`src/rtl/controlador_botoes.sv`:
```
// -----------------------------------------------------------------------------
// controlador_botoes
//   Multi-channel push-button front end. Each raw pin is polarity-corrected,
//   passed through a two-flop synchroniser and a debounce counter, then
//   tracked by a small hold FSM that emits one-cycle press / release /
//   short-click / long-press / auto-repeat pulses.
//
// Ports
//   clk      : system clock, all logic on posedge
//   rst_n    : asynchronous active-low reset
//   b_in     : raw asynchronous button pins (one per channel)
//   b_nivel  : debounced level, 1 = pressed
//   b_press  : 1-cycle pulse when the debounced level rises
//   b_solta  : 1-cycle pulse when the debounced level falls
//   b_curto  : 1-cycle pulse on release if no long-press fired in that press
//   b_longo  : 1-cycle pulse once per press after LONGO_CICLOS of hold
//   b_repete : 1-cycle pulse every REPETE_CICLOS after b_longo while held
// -----------------------------------------------------------------------------
module controlador_botoes #(
  parameter int unsigned N_BOTOES        = 3,
  parameter bit          ATIVO_ALTO      = 1'b1,
  parameter logic [15:0] DEBOUNCE_CICLOS = 16'd50000,
  parameter logic [31:0] LONGO_CICLOS    = 32'd25000000,
  parameter logic [31:0] REPETE_CICLOS   = 32'd5000000
) (
  input  logic                clk,
  input  logic                rst_n,
  input  logic [N_BOTOES-1:0] b_in,
  output logic [N_BOTOES-1:0] b_nivel,
  output logic [N_BOTOES-1:0] b_press,
  output logic [N_BOTOES-1:0] b_solta,
  output logic [N_BOTOES-1:0] b_curto,
  output logic [N_BOTOES-1:0] b_longo,
  output logic [N_BOTOES-1:0] b_repete
);

  localparam int unsigned DW    = $clog2(32'(DEBOUNCE_CICLOS) + 32'd1);
  localparam logic [31:0] H_MAX = (LONGO_CICLOS > REPETE_CICLOS) ? LONGO_CICLOS : REPETE_CICLOS;
  localparam int unsigned HW    = $clog2(64'(H_MAX) + 64'd1);

  // Terminal counts: the event fires on the edge after the counter sits here.
  localparam logic [DW-1:0] DEB_ULT    = DW'(DEBOUNCE_CICLOS - 16'd1);
  localparam logic [HW-1:0] LONGO_ULT  = HW'(LONGO_CICLOS - 32'd1);
  localparam bit            REPETE_ON  = (REPETE_CICLOS != 32'd0);
  localparam logic [HW-1:0] REPETE_ULT = REPETE_ON ? HW'(REPETE_CICLOS - 32'd1) : '0;

  typedef enum logic [1:0] {
    SOLTO       = 2'd0,
    PRESSIONADO = 2'd1,
    LONGO       = 2'd2
  } estado_t;

  // Inversion happens before the synchroniser so everything downstream
  // sees 1 = pressed regardless of board wiring.
  logic [N_BOTOES-1:0] b_corr_s;
  assign b_corr_s = ATIVO_ALTO ? b_in : ~b_in;

  for (genvar g = 0; g < N_BOTOES; g++) begin : g_canal
    logic [1:0]    sinc_q;
    logic [DW-1:0] deb_q;
    logic [HW-1:0] h_q;
    estado_t       estado_q;
    logic          nivel_q;
    logic          press_q, solta_q, curto_q, longo_q, repete_q;
    logic          s_s;
    logic          vira_s;

    assign s_s = sinc_q[1];
    // Debounced level flips on this edge; shared by the debouncer and the
    // FSM so press/release pulses line up with the new level.
    assign vira_s = (s_s != nivel_q) && (deb_q == DEB_ULT);

    // Two-flop synchroniser, reset to the released (corrected) value.
    always_ff @(posedge clk or negedge rst_n) begin
      if (!rst_n) begin
        sinc_q <= 2'b00;
      end else begin
        sinc_q <= {sinc_q[0], b_corr_s[g]};
      end
    end

    // Debounce: any agreeing sample restarts the count.
    always_ff @(posedge clk or negedge rst_n) begin
      if (!rst_n) begin
        deb_q   <= '0;
        nivel_q <= 1'b0;
      end else if (s_s == nivel_q) begin
        deb_q <= '0;
      end else if (vira_s) begin
        deb_q   <= '0;
        nivel_q <= ~nivel_q;
      end else begin
        deb_q <= deb_q + DW'(1'b1);
      end
    end

    // Hold FSM with registered one-cycle event outputs. Release is checked
    // first so it always beats a long/repeat pulse due on the same edge.
    always_ff @(posedge clk or negedge rst_n) begin
      if (!rst_n) begin
        estado_q <= SOLTO;
        h_q      <= '0;
        press_q  <= 1'b0;
        solta_q  <= 1'b0;
        curto_q  <= 1'b0;
        longo_q  <= 1'b0;
        repete_q <= 1'b0;
      end else begin
        press_q  <= 1'b0;
        solta_q  <= 1'b0;
        curto_q  <= 1'b0;
        longo_q  <= 1'b0;
        repete_q <= 1'b0;
        case (estado_q)
          SOLTO: begin
            h_q <= '0;
            if (vira_s) begin
              estado_q <= PRESSIONADO;
              press_q  <= 1'b1;
            end else begin
              estado_q <= SOLTO;
            end
          end
          PRESSIONADO: begin
            if (vira_s) begin
              estado_q <= SOLTO;
              h_q      <= '0;
              solta_q  <= 1'b1;
              curto_q  <= 1'b1;
            end else if (h_q == LONGO_ULT) begin
              estado_q <= LONGO;
              h_q      <= '0;
              longo_q  <= 1'b1;
            end else begin
              h_q <= h_q + HW'(1'b1);
            end
          end
          LONGO: begin
            if (vira_s) begin
              estado_q <= SOLTO;
              h_q      <= '0;
              solta_q  <= 1'b1;
            end else if (!REPETE_ON) begin
              h_q <= '0;
            end else if (h_q == REPETE_ULT) begin
              h_q      <= '0;
              repete_q <= 1'b1;
            end else begin
              h_q <= h_q + HW'(1'b1);
            end
          end
          default: begin
            estado_q <= SOLTO;
            h_q      <= '0;
          end
        endcase
      end
    end

    assign b_nivel[g]  = nivel_q;
    assign b_press[g]  = press_q;
    assign b_solta[g]  = solta_q;
    assign b_curto[g]  = curto_q;
    assign b_longo[g]  = longo_q;
    assign b_repete[g] = repete_q;
  end

endmodule

```
`config.mk`:
```
export PLATFORM = sky130hd
export DESIGN_NAME = controlador_botoes
export DESIGN_NICKNAME = d
export VERILOG_FILES = /design/src/rtl/controlador_botoes.sv
export SDC_FILE = /design/constraint.sdc
export NUM_CORES = 1
export LEC_CHECK = 0
export CAP_MARGIN = 20
export CORE_ASPECT_RATIO = 0.75
export CORE_MARGIN = 2
export CORE_UTILIZATION = 45
export DETAILED_ROUTE_END_ITERATION = 12
export PLACE_DENSITY = 0.66
export SLEW_MARGIN = 20
export SYNTH_ARGS = -nofsm -noshare
export SYNTH_HDL_FRONTEND = slang
export SYNTH_SLANG_ARGS = --single-unit
```
`constraint.sdc`:
```
create_clock -name clk -period 2.04 [get_ports clk]
set_input_delay 0.408 -clock clk [delete_from_list [all_inputs] [get_ports clk]]
set_output_delay 0.408 -clock clk [all_outputs]
set_load 0.01 [all_outputs]
```
Word-level counts from Yosys, hierarchy flattened
Index checks and enable logic that the tools add are counted.
{"block": "totals", "wordCells": 150, "ff_bits": 153, "in_bits": 5}
{"block": "op_classes", "n_bitwise": 6, "muxes": 66, "addsub": 6, "eq_ne": 27, "reduce_logical": 15}
{"cell": "$mux W25", "count": 12}
{"cell": "$pmux W25 S2", "count": 3}
{"cell": "$mux W16", "count": 6}
{"cell": "$add A25 B1 Y25 const B", "count": 3}
{"cell": "$eq A25 B23 Y1 const B", "count": 3}
{"cell": "$eq A25 B25 Y1 const B", "count": 3}
{"cell": "$add A16 B1 Y16 const B", "count": 3}
{"cell": "$eq A16 B16 Y1 const B", "count": 3}
{"cell": "$mux W1", "count": 33}
{"cell": "$mux W2", "count": 9}
{"cell": "$pmux W2 S3", "count": 3}
{"cell": "$reduce_and A2 Y1", "count": 6}
{"cell": "$ne A3 B3 Y1 const B", "count": 3}
{"cell": "$eq A2 B1 Y1 const B", "count": 3}
{"cell": "$eq A2 B2 Y1 const B", "count": 3}
{"cell": "$logic_not A2 Y1", "count": 3}
{"cell": "$ne A2 B2 Y1 const B", "count": 3}
{"cell": "$not A1 Y1", "count": 6}
{"cell": "$reduce_or A2 Y1", "count": 3}
{"cell": "$eq A1 B1 Y1", "count": 3}
{"cell": "$logic_and A1 B1 Y1", "count": 3}
{"cell": "$ne A1 B1 Y1", "count": 3}

Logic depth before layout (Yosys ltp)
Gate-level depths: netlist (run 1).
{"block": "logic_depth", "depth_word": 4, "ltp_mapped": 7, "mapped_depth_nobuf": 6}

Worst setup path before layout (run 1)
No wires, ideal clock.
{"block": "synth_timing", "path_kind": "flip-flop to flip-flop", "start": "register g_canal[0].h_q[0]", "end": "register g_canal[0].h_q[10]", "t_arrival_ns": 1.899, "setup_time_ns": 0.119, "stages_incl_launch_ff": 8, "synth_period_minus_slack_ns": 2.018, "path_buffers": 1, "slack_ns": 0.022, "t_required_ns": 1.921, "path_cell_list": "dfrtp_1 ha_1 and4_1 nand4_1 o41a_1 o211ai_2 buf_4 nor2_1"}
{"block": "synth_via", "elab_chain_cells": 4, "elab_cells_between_ends": 8, "classes_between": "add/sub (1); eq/ne (2); mux (5)"}
{"element": "start, declared", "line": "61", "source": "logic [HW-1:0] h_q;"}
{"element": "start signal, assigned", "line": "135", "source": "h_q <= h_q + HW'(1'b1);"}
{"element": "start signal, assigned", "line": "149", "source": "h_q <= h_q + HW'(1'b1);"}
{"element": "$add A25 B1 Y25 (tied with other cells)", "line": "135, 149"}
{"element": "$mux W25 (on tied branches)", "line": "145, 130"}
{"element": "$mux W25 (on tied branches)", "line": "139, 125"}
{"element": "$pmux W25 S2 (*)", "line": "114", "source": "case (estado_q)"}
Mark *: on every way between the ends. The rest lies on a longest branch, timed or not.
A chain may end at the register's enable or synchronous reset.

Final worst setup path (run 1)
{"block": "layout_timing", "start": "register g_canal[0].h_q[21]", "end": "register g_canal[0].h_q[22]"}
The elaborated chain is that of the path after synthesis.

==> results of run 1 <==
[layer usage]
metal / wire (um) / vias to the layer above / global-route usage, % / share of wire, %
li1: - / 2584 / - / -
met1: 6893 / 2640 / 23.14 / 49
met2: 6565 / 100 / 27.83 / 46
met3: 515 / 17 / 4.188 / 3.6
met4: 212 / 0 / 6.790 / 1.5
met5: 0 / - / 0 / 0
[worst paths after layout]
check                                            endpoint                           start  slack [ns]
max                          g_canal[0].h_q[22]$_DFF_PN0_    g_canal[0].h_q[21]$_DFF_PN0_       -0.05
min                        g_canal[2].sinc_q[1]$_DFF_PN0_  g_canal[2].sinc_q[0]$_DFF_PN0_        0.35
max reg2reg                  g_canal[0].h_q[22]$_DFF_PN0_    g_canal[0].h_q[21]$_DFF_PN0_       -0.05
min reg2reg                g_canal[2].sinc_q[1]$_DFF_PN0_  g_canal[2].sinc_q[0]$_DFF_PN0_        0.35
max in group asynchronous    g_canal[0].h_q[10]$_DFF_PN0_                           rst_n        0.91
min in group asynchronous    g_canal[2].h_q[18]$_DFF_PN0_                           rst_n        0.50
[report_power, final]
| group | internal (W) | leakage [nW] | switching, W | total (W) |
|---|---|---|---|---|
| Sequential | 0.00306 | 2.12 | 0.0000153 | 0.00307 |
| Clock | 0.00189 | 0.289 | 0.00122 | 0.00311 |
| Combinational | 0.0000353 | 1.20 | 0.0000873 | 0.000123 |
| Total | 0.00498 | 3.61 | 0.00132 | 0.00630 |
[state kept, by name, summed over array words and instances (netlist names), 6 cells and up]
name	flops
g_canal.h_q	75
g_canal.deb_q	48
g_canal.sinc_q	6
g_canal.estado_q	6
[Yosys cell counts, types with 8 or more instances]
library cell	n	area, um2
nand2_1	36	135.1
and3_1	25	156.4
xor2_1	49	429.2
nor3_1	23	115.1
inv_1	25	93.84
and4_1	8	70.07
and2_1	8	50.05
xnor2_1	68	595.6
nor2_1	132	495.5
clkbuf_1	11	41.29
nand3_1	51	255.2
ha_1	15	187.7
nor4_1	17	106.4
nand4_1	25	156.4
buf_4	20	150.1
nor2_2	10	62.56
dfrtp_1	153	3829
[cells in the final DEF, fill, tap and decap left out, types with 4 or more instances in the layout]
cell / count
inv_1: 25
nand2b_1: 4
ha_1: 15
nor2_2: 16
nand4_1: 25
nor4_1: 16
and2_1: 8
o21ai_0: 4
nor3_1: 23
nor4bb_1: 5
nand2_1: 35
buf_4: 35
or2_2: 4
clkbuf_16: 18
nand3_1: 51
clkinv_2: 4
dfrtp_1: 153
or3_1: 5
xor2_1: 49
xnor2_1: 68
buf_12: 5
nor4b_1: 6
nor2_1: 124
and3_1: 25
clkdlybuf4s50_1: 21
and4_1: 8
[cell type report]
| class | instances | area (um2) |
|---|---|---|
| Timing Repair Buffer | 65 | 630.6 |
| Inverter | 25 | 93.84 |
| Clock buffer | 21 | 470.5 |
| Fill cell | 1405 | 7333 |
| Clock inverter | 11 | 121.4 |
| Sequential cell | 153 | 3829 |
| Multi-Input combinational cell | 527 | 3374 |
| Tap cell | 210 | 262.8 |
[kinds of logic (layout without fill, tap and decap cells)]
family,after synthesis,after routing,share of synthesized area [%]
AND/OR/NAND/NOR,375,375,25.95
adder cells (fa/ha/maj),15,15,2.511
flip-flops,153,153,51.23
buffers and inverters,60,122,4.303
XOR/XNOR,117,117,13.71
AO/OA/AOI/OAI,20,20,2.293
[metrics by stage]
stage / hold slack, ns / power, W / setup slack [ns] / cells
floorplan: 0.1124 / 0.003160 / 0.02185 / 740
global placement: 0.3343 / 0.003246 / 0.05676 / 973
detailed placement: 0.3379 / 0.003253 / -0.006016 / 973
CTS: 0.3514 / 0.006399 / 0.01686 / 1008
global route: 0.3655 / 0.006552 / -0.09261 / 1012
finish: 0.3469 / 0.006303 / -0.05219 / 1012
[what timing repair did]
| action | CTS | global route |
|---|---|---|
| setup endpoints to repair | 42 | 60 |
| pin swaps | 2 | 8 |
| gates resized for setup | 1 | 13 |
| buffers inserted | 2 | 2 |
| cloned | 0 | 2 |
| hold buffers | 1 | 0 |
| hold endpoints to repair | 46 | 0 |
==> results list, run 1 <==
- Result of the run: complete, but fails checks
- Violated checks: setup timing
* Top-Level Pins: 23
- Summing every instance area after synthesis gives ~7500 um2.
- Number of warnings printed during yosys synthesis: 0
- After layout, the minimum clock period comes to between 2 and 2.5 ns.
* Synth Net Count: 760
* Number of nets in the layout: between 800 and 900
* Max-slew violation count: 0
- Antenna violations before repair: 0
* Via count of the first global-routing pass: approximately 5300
- For the pin with the worst max-slew slack, the measured transition is roughly 0.65 ns.
- Using the TritonRoute via totals, the vias-per-cell ratio works out to about 5.3.
- Among cell families on the critical path, the largest total delay comes from compound AO/OA/AOI/OAI gates.
- STA classifies the critical path endpoint as a register.
- Data arrival time at the worst-slack endpoint: 2.40 ns
- Antenna Cells: 0
- Height of the die: roughly 120 um
* Worst Path Required: between 2 and 2.5 ns
- The H-tree was split into 4 levels.
- The wire-length estimate of the detail-placed layout is ~9900 um.
- Drt pass-1 iters: 7
- The later pin in the worst-skew pair is clocked with a latency of approximately 0.43 ns.
* Instance count of the mapped netlist: 740
- Counting flops with an async set or reset pin after synthesis yields a share of 100.0%.
- Number of clock sinks seen by CTS: roughly 150
- Largest net degree at the start of global routing: roughly 50
* End-of-flow core utilization: ~54%
- Instance area after placement: about 8100 um2
- Stages on worst setup path: 5
- After detailed routing, the average wire length per cell comes to 14.02 um.
- After clock tree synthesis, the clock-pin slew on the worst setup and hold paths is about 0.060 ns.
* Static Leak: approximately 3.6 nW
* EDFF count, synth: 0
- The signal on the critical path passes through or4_4, o41a_1, o211ai_4, clkbuf_16, a21oi_1.
- Number of synthesized register bits: about 150
- Dividing the final minimum period by the clock period gives 102.6%.
- First DRT Iteration DRCs: between 300 and 400
- Worst path buffer plus inverter count: 1
* Antenna-violating nets left: 0
* Total via count after detailed routing: approximately 5300
- Global routing used 17.35% of the available tracks across all layers.
- Count of input and output buffers: 22
- Highest net fanout along the worst path: 6
- Area growth from synthesis to layout: 17.51%
* Hold Violations, Final: 0
* First-pass GRT wire length: roughly 25000 um
- Highest clock frequency the design can meet: 0.4780 GHz
- Sequential elements use between 50% and 60% of the synthesized area.
- Across the routed clock network, the largest skew measured is 0.009934 ns.
* Startpoint types: register
- For this run the aggregate overflow at the end of global routing stands at 0.
* Avg Cell Area, Syn: roughly 10 um2
- TritonCTS built the clock tree.
* Worst R2R Path Depth: 5
* Placeable Area: about 16000 um2
* Ys flop type: dfrtp_1
* Crit path setup slack, layout: -0.05219 ns
- Netlist cell types: 45
* DRC errors left: 0
- At the end of routability-driven placement, the weighted congestion stood at between 0.8 and 0.9.
- Final setup violating endpoints: 25
- Row generation in the floorplan step produced 40 rows.
* Power density cells: just over 700 nW/um2
- Clock buffers created by TritonCTS: 17
- Worst IR drop on VDD: ~0.55 mV
* Share of final-layout standard cells stronger than drive strength 1: between 10% and 20%
- Among all stages on the critical path, the largest delay is contributed by or4_4.
- TNS Setup: -0.3543 ns
- Crit path largest cell delay: approximately 0.52 ns
- Library cell used as clock root buffer: clkbuf_16
- Path category of the worst min-delay check: register to register
- Measured along the x axis, the die boundary spans between 150 and 200 um.
- No sink is reached through more buffers than the 2 on the longest clock path.
- Count of cells along the worst hold path: 0
- Wires add up to 14190 um.
- Die Outline Area: roughly 18000 um2
* Tightest slew margin relative to the limit: 56.19%
* Post-Layout Inst Area: between 8000 and 9000 um2
- Across the run, the number of max-cap violations was 0.
* Unrepaired setup endpoints after global routing: yes
- For this configuration, the core starts out at a cell density of between 40% and 50%.
* Setup CP Type: register to register
Power figures use the tool's default switching activity.
==> run 2, diff against run 1 <==
--- a/config.mk
+++ b/config.mk
@@ -9,8 +9,9 @@
 export CORE_ASPECT_RATIO = 0.75
 export CORE_MARGIN = 2
 export CORE_UTILIZATION = 45
+export CTS_CLUSTER_SIZE = 28
 export DETAILED_ROUTE_END_ITERATION = 12
-export PLACE_DENSITY = 0.66
+export PLACE_DENSITY_LB_ADDON = 0.25
 export SLEW_MARGIN = 20
 export SYNTH_ARGS = -nofsm -noshare
 export SYNTH_HDL_FRONTEND = slang
==> results list, run 2 (synthesis results as in run 1) <==
* Path category of the worst min-delay check: register to register (unchanged)
- Result of the run: complete, but fails checks (unchanged).
* Total wirelength of the detailed-routed design: 15070 um (was 14190 um)
- The max-capacitance violation count was 0 (unchanged).
- Static Leak: 3.659 nW (was 3.610 nW)
- The fill cell total of the finished layout was 1333 (was 1405).
* Flip-flop count of the largest register, all copies and words added: 75 (unchanged)
- Row cnt: 40 (unchanged)
- Clock buffers created by TritonCTS: 17 (unchanged)
- The detailed-route via count came to 5385 (was 5341).
- Via count of the first global-routing pass: 5271 (was 5334)
- Overflow after GRT: 0 (unchanged)
- Clock skew: 0.005284 ns (was 0.009934 ns)
- The biggest fanout along the worst timing path is 6 (unchanged).
- The global-route wire length before repair is 25070 um (was 24900 um).
- The detailed-placement wirelength estimate is 10060 um (was 9883 um).
- The post-layout total power was 0.006441 W (was 0.006303 W).
- Power density cells: 726.0 nW/um2 (was 717.7 nW/um2)
* Largest net degree at the start of global routing: 50 (was 51)
* DRC errors left: 0 (unchanged)
- TNS Setup: -0.9096 ns (was -0.3543 ns)
- Chip width: 152.8 um (unchanged)
* Area growth from synthesis to layout: 18.70% (was 17.51%)
- Violated checks: setup timing (unchanged)
- The area of the core was 16120 um2 (unchanged).
- Die Outline Area: 17670 um2 (unchanged)
* Final critical delay including setup and external delays: 2.092 ns (about the same)
- The clock tree from TritonCTS is yes (unchanged).
* Count of cells along the worst hold path: 0 (unchanged)
- Height of the die: 115.6 um (unchanged)
- The count of cells along the worst register-to-register path came to 5 (unchanged).
- Worst IR drop on VDD: 0.5000 mV (was 0.5494 mV)
* Number of clock sinks seen by CTS: 153 (unchanged)
- Tightest slew margin relative to the limit: 58.39% (was 56.19%)
* GPL Wtd Cong: 0.8342 (was 0.8120)
* End-of-flow core utilization: 55.05% (was 54.50%)
* Worst Path Required: 2.34 ns (about the same)
* Clock Tree Buf Depth: 2 (unchanged)
* Filler-free cell count of the finished design: 1018 (was 1012)
- The max-slew violation total from the final report is 0 (unchanged).
- Antenna Cells: 0 (unchanged)
- The count of endpoints failing setup in the final report is 25 (unchanged).
- Top-Level Pins: 23 (unchanged)
- Registers with the most flip-flops: g_canal.h_q: 75 flops, g_canal.deb_q: 48 flops (unchanged)
- The clock-pin slew of the registers on the worst-case setup and hold paths is 0.06 ns (about the same).
- Maximum level of the CTS H-tree: 4 (unchanged)
* Setup CP Type: register to register (unchanged)
- Most frequent standard cell in the layout excluding fill and tap cells: dfrtp_1 (unchanged)
- Drt via density: 5.290 (was 5.278)
- Endpoint class of the critical path: register (unchanged)
- Crit path setup slack, layout: -0.05242 ns (was -0.05219 ns)
* Share of final-layout standard cells stronger than drive strength 1: 13.61% (was 13.34%)
- Unrepaired setup endpoints after global routing: yes (unchanged)
- The starting utilization of the core area was 46.37% (unchanged).
* Clock insertion delay at the later pin of the skew report: 0.42 ns (was 0.43 ns)
- Total routing usage reported by global routing: 17.48% (was 17.35%)
- The transition time of the tightest slew-check pin was 0.6184 ns (was 0.6512 ns).
- The number of antenna violations at the first check in global routing came to 0 (unchanged).
- First DRT Iteration DRCs: 392 (was 360)
* Drt pass-1 iters: 5 (was 7)
- Hold Violations, Final: 0 (unchanged)
* Fin Hold WS: 0.3495 ns (was 0.3469 ns)
- The detail-routed net length per standard cell is 14.81 um (was 14.02 um).
* Register with the most flip-flops: g_canal.h_q (unchanged)
- The data arrival time of the worst path is 2.40 ns (about the same).
- The startpoint class of the critical path was a register (unchanged).
- Library cell used as clock root buffer: clkbuf_16 (unchanged)
- Top library cells by usage in the layout, fill and taps aside: dfrtp_1, nor2_1, xnor2_1 (unchanged).
* Highest clock frequency the design can meet: 0.4779 GHz (was 0.4780 GHz)
* Count of input and output buffers: 22 (unchanged)
- The part of the cycle the worst path needs came to 102.6% (about the same).
- Antenna-violating nets left: 0 (unchanged)
* Number of placed instances with taps included: 974 (was 973)
- Number of nets in the layout: 815 (was 809)
==> run 2: changes by cell type in the layout (fill, tap and decap cells not counted), moves of 2 or more <==
cell	before	now
buf_4	35	40
clkbuf_8	3	0
clkinv_2	4	1
inv_6	0	5
nor2_1	124	132
nor2_2	16	10
nor2_4	2	0
nor4_1	16	14
==> run 2: worst max-delay path: stages, from the launching register on <==
cell and delay, ns:
dfrtp_1 0.42, or4_4 0.54, o41a_1 0.48, o211ai_4 0.29, clkbuf_16 0.21, nor2_1 0.05
==> run 2: path summary, 6_finish.rpt <==
check                                          startpoint                        endpoint  slack, ns
max                          g_canal[0].h_q[20]$_DFF_PN0_    g_canal[0].h_q[12]$_DFF_PN0_      -0.05
min                        g_canal[0].sinc_q[0]$_DFF_PN0_  g_canal[0].sinc_q[1]$_DFF_PN0_       0.35
max reg2reg                  g_canal[0].h_q[20]$_DFF_PN0_    g_canal[0].h_q[12]$_DFF_PN0_      -0.05
min reg2reg                g_canal[0].sinc_q[0]$_DFF_PN0_  g_canal[0].sinc_q[1]$_DFF_PN0_       0.35
max in group asynchronous                           rst_n    g_canal[1].h_q[14]$_DFF_PN0_       0.90
min in group asynchronous                           rst_n   g_canal[2].repete_q$_DFF_PN0_       0.50
==> run 2: cell type report <==
| type | count | area, um2 | area share, % |
|---|---|---|---|
| timing repair buffer | 71 | 684.4 | 7.715 |
| clock buffer | 17 | 425.4 | 4.795 |
| inverter | 25 | 93.84 | 1.058 |
| multi-input combinational | 527 | 3387 | 38.18 |
| clock inverter | 15 | 188.9 | 2.130 |
| sequential | 153 | 3829 | 43.16 |
| tap | 210 | 262.8 | 2.962 |
==> run 2: through the flow <==
step / worst slack [ns] / area [um2]
2_1_floorplan: 0.02185 / 7473
3_3_place_gp: 0.04419 / 8058
3_5_place_dp: -0.01573 / 8058
4_1_cts: 0.01314 / 8718
5_1_grt: -0.09698 / 8871
6_report: -0.05242 / 8871
==> run 2: repair_timing <==
item,in CTS,in global routing
pin swaps,2,5
cloned,0,4
resized for setup,3,8
hold buffers,1,0
hold endpoints to repair,44,0
setup buffers,2,5
endpoints found under the setup margin,26,76
==> run 2: per-layer routing <==
metal | part of all wire, % | up-vias | wire [um] | global-route usage, %
met2 | 46 | 120 | 6977 | 27.74
met4 | 0.92 | 0 | 138 | 5.000
met5 | 0 | - | 0 | 0
met1 | 49 | 2661 | 7338 | 23.90
li1 | - | 2593 | - | -
met3 | 4.1 | 11 | 619 | 4.787
==> run 2: power breakdown <==
group	internal [W]	switching, W
logic	0.0000341	0.0000878
registers	0.00305	0.0000171
clock network	0.00195	0.00130
total	0.00504	0.00140
==> run 3, diff against run 2 <==
--- a/config.mk
+++ b/config.mk
@@ -8,7 +8,7 @@
 export CAP_MARGIN = 20
 export CORE_ASPECT_RATIO = 0.75
 export CORE_MARGIN = 2
-export CORE_UTILIZATION = 45
+export CORE_UTILIZATION = 56
 export CTS_CLUSTER_SIZE = 28
 export DETAILED_ROUTE_END_ITERATION = 12
 export PLACE_DENSITY_LB_ADDON = 0.25
==> results list, run 3 (synthesis results as in run 1) <==
* Total wirelength of the detailed-routed design: 15120 um (was 15070 um)
* Worst IR drop on VDD: 0.5815 mV (was 0.5000 mV)
- The leading cell type in the layout, fill and taps excluded is dfrtp_1 (unchanged).
- The delay of the slowest cell on the worst path is 0.56 ns (was 0.54 ns).
- Share of final-layout standard cells stronger than drive strength 1: 15.26% (was 13.61%)
* Count of cells along the worst hold path: 0 (unchanged)
- The count of cells along the worst register-to-register path is 5 (unchanged).
- The pin count of the biggest net entering global routing is 44 (was 50).
* Flip-flop count of the largest register, all copies and words added: 75 (unchanged)
- The vertical extent of the die is 104.0 um (was 115.6 um).
- Crit path setup slack, layout: -0.1054 ns (was -0.05242 ns)
- The achievable clock frequency came to 0.4661 GHz (was 0.4779 GHz).
* Placeable Area: 13020 um2 (was 16120 um2)
- Clock skew: 0.01047 ns (was 0.005284 ns)
- The share of power burned in registers is 47.7% (about the same).
* Clock buffers created by TritonCTS: 17 (unchanged)
- Routed length per placed instance: 15.47 um (was 14.81 um)
- The detailed-routed wire length on met3 came to 468 um (was 619 um).
- The clock period minus worst slack was 2.145 ns (was 2.092 ns).
* Clock power frac: 50.4% (about the same)
- The root buffer selected by CTS was clkbuf_16 (unchanged).
- Post-Route M1 WL: 7155 um (was 7338 um)
- The number of diodes added for antenna fixing came to 0 (unchanged).
- The endpoint of the worst register-to-register path is g_canal[0].h_q[9]$_DFF_PN0_ (was g_canal[0].h_q[12]$_DFF_PN0_).
- Initial core utilization: 57.41% (was 46.37%)
* Startpoint types: register (unchanged)
- Static Leak: 3.646 nW (was 3.659 nW)
- The mean number of vias per cell was 5.548 (was 5.290).
* Clock insertion delay at the later pin of the skew report: 0.43 ns (was 0.42 ns)
- The data arrival time of the worst path was 2.45 ns (was 2.40 ns).
- Max capacitance violation total: 0 (unchanged)
- Result of the run: complete, but fails checks (unchanged).
* Hold Violations, Final: 0 (unchanged)
* Top library cells by usage in the layout, fill and taps aside: dfrtp_1, nor2_1, xnor2_1 (unchanged)
- Switching share of power: 21.56% (was 21.79%)
- Register with the most flip-flops: g_canal.h_q (unchanged)
- The setup total negative slack was -3.845 ns (was -0.9096 ns).
* Total power draw: 0.006442 W (was 0.006441 W)
- Place WS: -0.01304 ns (was -0.01573 ns)
- Number of nets in the layout: 813 (was 815)
- The count of port buffers added during placement is 22 (unchanged).
- The fill cell total of the finished layout is 957 (was 1333).
* Chip width: 137.4 um (was 152.8 um)
- DRC errors left: 0 (unchanged)
- The sum of met2 wire segment lengths after detailed routing is 7320 um (was 6977 um).
* Worst Hold Path EP: g_canal[1].sinc_q[1]$_DFF_PN0_ (was g_canal[0].sinc_q[1]$_DFF_PN0_)
- The part of the cycle the worst path needs is 105.2% (was 102.6%).
* Power Internal: 0.005053 W (was 0.005037 W)
- The total I/O pin count came to 23 (unchanged).
* Post-Layout Inst Area: 8847 um2 (was 8871 um2)
- The worst hold-check path type is register to register (unchanged).
* Hold path start: g_canal[1].sinc_q[0]$_DFF_PN0_ (was g_canal[0].sinc_q[0]$_DFF_PN0_)
* CP max stage cell: or4bb_4 (was or4_4)
* Maximum level of the CTS H-tree: 4 (unchanged)
- The count of endpoints failing setup in the final report was 50 (was 25).
- The number of buffers between clock root and the deepest sink was 2 (unchanged).
- The global-route wire length before repair came to 24900 um (was 25070 um).
* Overflow after GRT: 0 (unchanged)
- The number of global-route vias before repair came to 5264 (was 5271).
- Worst path cell trace: or4bb_4, o41a_1, o211ai_4, buf_6, nor2_1 (was or4_4, o41a_1, o211ai_4, clkbuf_16, nor2_1).
* Reg2reg setup slack: -0.11 ns (was -0.05 ns)
- Antenna-violating nets left: 0 (unchanged)
* Top routing layer in use: met4 (unchanged)
- The detailed-placement wirelength estimate was 9859 um (was 10060 um).
- CTS tree: yes (unchanged)
- Antenna violations before repair: 0 (unchanged)
- The iteration-0 DRC count of the detailed router came to 301 (was 392).
- The number of sinks on the clock net came to 153 (unchanged).
- Endpoint class of the critical path: register (unchanged)
* Combinational group share of total power: 1.9% (about the same)
* Worst Path Required: 2.34 ns (about the same)
- The detailed-route via count was 5420 (was 5385).
- Row cnt: 36 (was 40)
* Stages on worst setup path: 5 (unchanged)
- Highest net fanout along the worst path: 5 (was 6)
- Worst Tran Pin Value: 0.6597 ns (was 0.6184 ns)
* Tightest slew margin relative to the limit: 55.62% (was 58.39%)
- Violated checks: setup timing (unchanged)
* Total routing usage reported by global routing: 22.15% (was 17.48%)
* Drt pass-1 iters: 4 (was 5)
- Area growth from synthesis to layout: 18.38% (was 18.70%)
* Power density cells: 728.2 nW/um2 (was 726.0 nW/um2)
- Max-slew violation count: 0 (unchanged)
- Instance area after placement: 8024 um2 (was 8058 um2)
- The last weighted congestion value of the routability-driven placer came to 0.8517 (was 0.8342).
* Largest delay contributor family on the critical path: compound AO/OA/AOI/OAI gates (unchanged)
- Worst path buffer plus inverter count: 1 (unchanged)
- The utilization after layout came to 67.96% (was 55.05%).
- Setup CP Type: register to register (unchanged)
- Registers with the most flip-flops: g_canal.h_q: 75 flops, g_canal.deb_q: 48 flops (unchanged).
- Worst reg2reg startpoint: g_canal[0].h_q[8]$_DFF_PN0_ (was g_canal[0].h_q[20]$_DFF_PN0_)
* Die Outline Area: 14300 um2 (was 17670 um2)
- Unrepaired setup endpoints after global routing: yes (unchanged).
- Net Switching: 0.001389 W (was 0.001403 W)
- The clock-pin slew of the registers on the worst-case setup and hold paths came to 0.06 ns (about the same).
## run 3: cell types whose count changed in the layout (fill, tap and decap cells not counted), moves of 3 or more
cell,before,now
nor2_1,132,116
nor2_2,10,21
buf_4,40,35
nor2_4,0,5
buf_6,3,7
clkinv_2,1,4
## run 3: layout make-up
cell class | instances | area (um2) | area share [%]
inverter | 25 | 93.84 | 1.061
tap | 171 | 214.0 | 2.418
multi-input combinational | 527 | 3433 | 38.81
clock inverter | 14 | 170.2 | 1.923
timing repair buffer | 69 | 666.9 | 7.538
sequential | 153 | 3830 | 43.29
clock buffer | 18 | 439.2 | 4.964
## run 3: metrics by stage
step                cells  hold WS, ns
floorplan             740       0.1124
global placement      937       0.3262
detailed placement    937       0.3276
CTS                   971       0.3496
global route          977       0.3563
finish                977       0.3464
## run 3: how the worst max path moves through the flow
stage	startpoint	to	slack (ns)
6_report	g_canal[0].h_q[8]$_DFF_PN0_	g_canal[0].h_q[9]$_DFF_PN0_	-0.11
5_1_grt	g_canal[1].h_q[6]$_DFF_PN0_	g_canal[1].h_q[15]$_DFF_PN0_	-0.17
4_1_cts	g_canal[1].h_q[16]$_DFF_PN0_	g_canal[1].h_q[12]$_DFF_PN0_	0.008
3_5_place_dp	g_canal[1].h_q[6]$_DFF_PN0_	g_canal[1].h_q[12]$_DFF_PN0_	-0.01
3_3_place_gp	g_canal[1].h_q[6]$_DFF_PN0_	g_canal[1].h_q[21]$_DFF_PN0_	0.04
2_1_floorplan	g_canal[0].h_q[0]$_DFF_PN0_	g_canal[0].h_q[10]$_DFF_PN0_	0.02
## run 3: repair_timing
item | CTS | global route
endpoints found under the hold margin | 32 | 0
hold buffers | 1 | 0
setup buffers | 1 | 2
endpoints found under the setup margin | 45 | 58
cloned | 0 | 4
gates resized for setup | 4 | 33
pin swaps | 4 | 19
## run 3: per-layer routing
layer	GRT usage, %	vias to the layer above
li1	-	2603
met1	30.41	2708
met2	33.83	94
met3	6.140	15
met4	7.879	0
met5	0	-
## run 3: power by group through the flow
stage	Sequential, W	Combinational (W)	Clock (W)
6_report	0.00307	0.000122	0.00325
5_1_grt	0.00307	0.000145	0.00343
4_1_cts	0.00307	0.000128	0.00330
3_5_place_dp	0.00313	0.000125	0
3_3_place_gp	0.00312	0.000122	0
2_1_floorplan	0.00312	0.0000368	0
